<file path="src/rtl/seq_sched_pkg.sv">
// Shared types and width helpers for seq_detect_scheduler and its round-robin arbiter.
package seq_sched_pkg;

  typedef enum logic {IDLE, SHIFT} ctrl_state_e;

  typedef enum logic [1:0] {DET_A, DET_B, DET_C, DET_D} det_state_e;

  function automatic int calc_ch_w(input int num_ch);
    return (num_ch > 1) ? $clog2(num_ch) : 1;
  endfunction

  function automatic int calc_cnt_w(input int word_w);
    return $clog2(word_w + 1);
  endfunction

endpackage

</file>
<file path="src/rtl/seq_detect_scheduler_rr_arbiter.sv">
// Combinational round-robin arbiter: first request at or above ptr, wrapping.
module rr_arbiter
  import seq_sched_pkg::*;
#(
  parameter  int NUM_CH = 4,
  localparam int CH_W   = calc_ch_w(NUM_CH)
) (
  input  logic [NUM_CH-1:0] req,
  input  logic [CH_W-1:0]   ptr,
  output logic [NUM_CH-1:0] gnt,
  output logic [CH_W-1:0]   idx,
  output logic              any
);

  always_comb begin
    int unsigned c;
    logic [CH_W-1:0] cand;
    c    = 0;
    cand = '0;
    gnt  = '0;
    idx  = '0;
    any  = 1'b0;
    for (int unsigned i = 0; i < NUM_CH; i++) begin
      c    = (32'(ptr) + i) % 32'(NUM_CH);
      cand = CH_W'(c);
      if (!any && req[cand]) begin
        any       = 1'b1;
        gnt[cand] = 1'b1;
        idx       = cand;
      end
    end
  end

endmodule

</file>
<file path="src/rtl/seq_detect_scheduler.sv">
// One serial "1010" Mealy detector time-shared among NUM_CH word requesters.
// Define SEQ_SCHED_OVERLAP_EN for overlapping detection (D --0--> C instead of A).
module seq_detect_scheduler
  import seq_sched_pkg::*;
#(
  parameter  int NUM_CH = 4,
  parameter  int WORD_W = 8,
  localparam int CH_W   = calc_ch_w(NUM_CH),
  localparam int CNT_W  = calc_cnt_w(WORD_W)
) (
  input  logic                     clk,
  input  logic                     rst,
  input  logic [NUM_CH-1:0]        req_i,
  input  logic [NUM_CH*WORD_W-1:0] data_i,
  output logic [NUM_CH-1:0]        ack_o,
  output logic                     busy_o,
  output logic                     bit_o,
  output logic                     hit_o,
  output logic                     res_valid_o,
  output logic [CH_W-1:0]          res_ch_o,
  output logic [CNT_W-1:0]         res_cnt_o
);

  localparam int IDX_W = $clog2(WORD_W);

`ifdef SEQ_SCHED_OVERLAP_EN
  localparam det_state_e DET_D_ZERO = DET_C;
`else
  localparam det_state_e DET_D_ZERO = DET_A;
`endif

  function automatic det_state_e det_next(input det_state_e s, input logic b);
    case (s)
      DET_A:   return b ? DET_B : DET_A;
      DET_B:   return b ? DET_B : DET_C;
      DET_C:   return b ? DET_D : DET_A;
      default: return b ? DET_B : DET_D_ZERO;
    endcase
  endfunction

  ctrl_state_e         state_q, state_d;
  det_state_e          det_q, det_d;
  logic [CH_W-1:0]     ptr_q, ptr_d;
  logic [CH_W-1:0]     ch_q, ch_d;
  logic [WORD_W-1:0]   shift_q, shift_d;
  logic [CNT_W-1:0]    cnt_q, cnt_d;
  logic [IDX_W-1:0]    idx_q, idx_d;
  logic [NUM_CH-1:0]   ack_q, ack_d;
  logic                res_valid_q, res_valid_d;
  logic [CH_W-1:0]     res_ch_q, res_ch_d;
  logic [CNT_W-1:0]    res_cnt_q, res_cnt_d;

  logic [NUM_CH-1:0]   gnt;
  logic [CH_W-1:0]     gnt_idx;
  logic                gnt_any;
  logic [WORD_W-1:0]   gnt_word;
  logic                bit_w;
  logic                hit_w;

  rr_arbiter #(.NUM_CH(NUM_CH)) u_arb (
    .req (req_i),
    .ptr (ptr_q),
    .gnt (gnt),
    .idx (gnt_idx),
    .any (gnt_any)
  );

  always_comb begin
    gnt_word = '0;
    for (int unsigned k = 0; k < NUM_CH; k++) begin
      if (gnt[k]) gnt_word = data_i[k*WORD_W +: WORD_W];
    end
  end

  // The word is shifted left, so the MSB of shift_q is always the bit under test.
  assign bit_w = (state_q == SHIFT) && shift_q[WORD_W-1];
  assign hit_w = (state_q == SHIFT) && (det_q == DET_D) && !bit_w;

  always_comb begin
    state_d     = state_q;
    det_d       = det_q;
    ptr_d       = ptr_q;
    ch_d        = ch_q;
    shift_d     = shift_q;
    cnt_d       = cnt_q;
    idx_d       = idx_q;
    ack_d       = '0;
    res_valid_d = 1'b0;
    res_ch_d    = res_ch_q;
    res_cnt_d   = res_cnt_q;
    case (state_q)
      IDLE: begin
        if (gnt_any) begin
          state_d = SHIFT;
          shift_d = gnt_word;
          ch_d    = gnt_idx;
          cnt_d   = '0;
          det_d   = DET_A;
          idx_d   = IDX_W'(WORD_W - 1);
          ack_d   = gnt;
          ptr_d   = (gnt_idx == CH_W'(NUM_CH - 1)) ? '0 : gnt_idx + 1'b1;
        end
      end
      SHIFT: begin
        det_d   = det_next(det_q, bit_w);
        cnt_d   = cnt_q + CNT_W'(hit_w);
        shift_d = {shift_q[WORD_W-2:0], 1'b0};
        idx_d   = idx_q - 1'b1;
        if (idx_q == '0) begin
          state_d     = IDLE;
          res_valid_d = 1'b1;
          res_ch_d    = ch_q;
          res_cnt_d   = cnt_q + CNT_W'(hit_w);
        end
      end
      default: state_d = IDLE;
    endcase
  end

  always_ff @(posedge clk or negedge rst) begin
    if (!rst) begin
      state_q     <= IDLE;
      det_q       <= DET_A;
      ptr_q       <= '0;
      ch_q        <= '0;
      shift_q     <= '0;
      cnt_q       <= '0;
      idx_q       <= '0;
      ack_q       <= '0;
      res_valid_q <= 1'b0;
      res_ch_q    <= '0;
      res_cnt_q   <= '0;
    end else begin
      state_q     <= state_d;
      det_q       <= det_d;
      ptr_q       <= ptr_d;
      ch_q        <= ch_d;
      shift_q     <= shift_d;
      cnt_q       <= cnt_d;
      idx_q       <= idx_d;
      ack_q       <= ack_d;
      res_valid_q <= res_valid_d;
      res_ch_q    <= res_ch_d;
      res_cnt_q   <= res_cnt_d;
    end
  end

  assign ack_o       = ack_q;
  assign busy_o      = (state_q == SHIFT);
  assign bit_o       = bit_w;
  assign hit_o       = hit_w;
  assign res_valid_o = res_valid_q;
  assign res_ch_o    = res_ch_q;
  assign res_cnt_o   = res_cnt_q;

endmodule

</file>
<file path="config.mk">
export PLATFORM = sky130hd
export DESIGN_NAME = seq_detect_scheduler
export DESIGN_NICKNAME = d
export VERILOG_FILES = /design/src/rtl/seq_sched_pkg.sv /design/src/rtl/seq_detect_scheduler_rr_arbiter.sv /design/src/rtl/seq_detect_scheduler.sv
export SDC_FILE = /design/constraint.sdc
export NUM_CORES = 1
export LEC_CHECK = 0
export BUFFER_PORTS_ARGS = -buffer_cell sky130_fd_sc_hd__buf_2
export CAP_MARGIN = 15
export CORE_AREA = 3 3 82 84
export CTS_BUF_LIST = sky130_fd_sc_hd__clkbuf_16
export DETAILED_ROUTE_END_ITERATION = 16
export DIE_AREA = 0 0 85 87
export GPL_TIMING_DRIVEN = 0
export REMOVE_ABC_BUFFERS = 1
export SYNTH_ARGS = -nofsm -noshare
export SYNTH_HDL_FRONTEND = slang
export SYNTH_SLANG_ARGS = --single-unit
export TNS_END_PERCENT = 1
</file>
<file path="constraint.sdc">
create_clock -name clk -period 6.6 [get_ports clk]
set_clock_uncertainty 0.1 [all_clocks]
set_input_delay 1.32 -clock clk [delete_from_list [all_inputs] [get_ports clk]]
set_output_delay 1.32 -clock clk [all_outputs]
set_load 0.1 [all_outputs]
</file>
==> summary.txt <==
Global routing
  • Pin count of the biggest net entering global routing: 40
  • Initial antenna violation count: 0
  • Total Routing Usage GR: 14.7%
  • Global-route wire length before repair: 8740 µm
  • Vias in the first global route: 1747
  • Grt ovf: 0

Timing
  • Final hold violation count: 0
  • Max Clock Freq: 234 MHz
  • Fin crit period: 4.27 ns
  • Final setup margin: 2.33 ns
  • Setup violations, final: 0
  • RSZ-0062 raised after global routing: false
  • Crit share post-route: 64.8%
  • Max Transition Viols Final: 0
  • Least-Margin Pin Slew: 1.13 ns
  • Slew margin rel.: 24.0%
  • Setup TNS Final: 0 ns

Yosys
  • Top cells by area, synth: dfrtp_1 37%, a221oi_1 6.3%, ha_1 6.2%
  • Mapped cell area: 2210 µm²
  • Top-count cell post-synth: dfrtp_1
  • Post-synthesis sequential area ratio: 37.3%
  • Synth unique cells: 53
  • Main synth FF type: dfrtp_1
  • Post-Synthesis Cells: 225
  • Post-Syn Area per Cell: 9.84 µm²
  • Synth warnings: 0
  • Cell taking the most area after synthesis: dfrtp_1
  • Seq cells post-synth: 33
  • Post-synth EDFFs: 0
  • Area share of the largest cell type after synthesis: 37.3%
  • Top post-synthesis cells by count: 33 x dfrtp_1, 32 x nand2_1, 23 x nor2_1, 16 x a221oi_1, 11 x ha_1
  • Ys async rst share: 100%

Drt
  • DRC violations left: 0
  • Wire per inst: 14.7 µm
  • TritonRoute pass-1 iters: 4
  • Initial DRC count: 124
  • Routed WL: 5080 µm
  • Vias post-DR: 1840
  • Via/cell ratio: 5.33
  • Antenna Nets Post-Route: 0

Floorplan
  • CORE AREA: 5990 µm²
  • Ports: 52
  • Die X: 85 µm
  • Die Ht: 87 µm
  • Row cnt: 28
  • Die area: 7400 µm²
  • Initial Util: 37.0%

Clock tree
  • H-tree depth: 2
  • # Post-CTS Setup Buffers: 0
  • CTS clk-pin slew, worst paths: 0.05 ns
  • Clock sinks: 33
  • Root buf cell: clkbuf_16
  • Clock buffer depth: 2
  • Total CTS buffers: 5
  • TritonCTS clock tree: built
  • Post-CTS Hold Fix Bufs: 0
  • CTS resizes: 0
  • Skew-Pair Late Insertion Delay: 0.27 ns

Min path
  • Worst hold path type: reg2reg
  • Hold path startpoint: idx_q[0]
  • Min-Delay Path Depth: 1
  • Hold Path End: idx_q[0]

Worst setup path
  • Startpoint types: flip-flop
  • Setup crit end kind: flip-flop
  • Worst r2r path cells: 7
  • R2r endpoint: shift_q[2]
  • R2R setup slack: 2.33 ns
  • Kind of critical path: reg2reg
  • Worst Path Max Fanout: 19
  • WP data arrival: 4.31 ns
  • Required @ worst endpoint: 6.64 ns

Final layout
  • Final Cell Area: 2660 µm²
  • Reg area: 826 µm²
  • Multi-input gate area: 1250 µm²
  • Nets: 318
  • Layout Area Growth over Synthesis: 19.9%
  • Layout cells sized above 1: 27.4%
  • Inserted Diodes: 0
  • Fillers: 592
  • Finished Core Util: 44.3%

Place
  • PortBufs: 51
  • Pre-CTS WS: 2.23 ns
  • Routability cong.: 0.785
  • Final HPWL DP: 3680 µm
  • Area after DPL: 2470 µm²

Flow run
  • Max-Cap Viols: 0

Power and ir drop
  • Leak Pwr: 0.00124 µW
  • P per Cell Area: 572 nW/µm²
  • VDD IR max: 297 µV

Outcome
  • Status: complete, no violations
metal layers:
layer  wire length, µm  GRT usage (%)
met1              2460           21.3
met2              2320           21.8
met3               253           3.12
met4                48           4.46
met5                 0              0
placed cells by master, fill, tap and decap left out, drive strengths merged, types with 5 or more instances in the layout:
| master | n |
|---|---|
| buf | 52 |
| o32ai | 8 |
| o21ai | 10 |
| dfrtp | 33 |
| nand2 | 33 |
| nor2 | 23 |
| inv | 10 |
| clkbuf | 5 |
| ha | 11 |
| a221oi | 16 |
| nor2b | 9 |
power breakdown:
group	total (µW)	leakage, µW	switching (µW)	internal [µW]
Sequential	361	0.000420	74.9	286
Combinational	904	0.000733	601	303
Clock	256	0.0000826	80.7	175
final cells by class:
type | count | share of cell area (%)
Sequential cell | 33 | 31.1
Tap cell | 75 | 3.53
Inverter | 10 | 1.41
Multi-Input combinational cell | 167 | 47.2
Clock inverter | 3 | 1.41
Clock buffer | 5 | 4.71
Timing Repair Buffer | 52 | 10.6
registers in the layout, indices dropped and copies added, names as in the netlist, named ones only:
register / cells
idx_q: 3
res_cnt_o: 4
cnt_q: 4
res_valid_o: 1
shift_q: 8
det_q: 2
busy_o: 1
ch_q: 2
ack_o: 4
ptr_q: 1
res_ch_o: 2
worst max-delay path, cell delays in order, from the launching register on:
cell and delay (ns):
dfrtp_1 0.73, inv_1 0.32, ha_1 0.53, mux4_1 0.60, nor4_4 1.01, or2_1 0.34
or2_1 0.34, o32ai_1 0.16
per-stage QoR:
step / total power [µW] / hold slack [ns] / instances
6_report: 1520 / 0.343 / 345
5_1_grt: 1650 / 0.372 / 345
4_1_cts: 1520 / 0.346 / 344
3_5_place_dp: 1260 / 0.339 / 336
3_3_place_gp: 1250 / 0.331 / 336
2_1_floorplan: 1070 / 0.321 / 210
cells by family after synthesis:
| kind of cell | synth area share, % |
|---|---|
| adder cells (fa/ha/maj) | 6.21 |
| AND/OR/NAND/NOR | 19.9 |
| multiplexers | 6.55 |
| AO/OA/AOI/OAI | 22.3 |
| XOR/XNOR | 1.58 |
| flip-flops | 37.3 |
| buffers and inverters | 6.10 |
how the worst max path moves through the flow:
stage          cells past startpoint    endpoint  slack (ns)       from
3_5_place_dp                       6  shift_q[0]        2.23   req_i[0]
6_report                           7  shift_q[2]        2.33  flip-flop
4_1_cts                            7  shift_q[0]        2.28  flip-flop
5_1_grt                            7  shift_q[2]        2.00  flip-flop
3_3_place_gp                       6  shift_q[0]        2.21   req_i[0]
2_1_floorplan                      1       hit_o        2.80     busy_o
(Power assumes the default switching activity.)
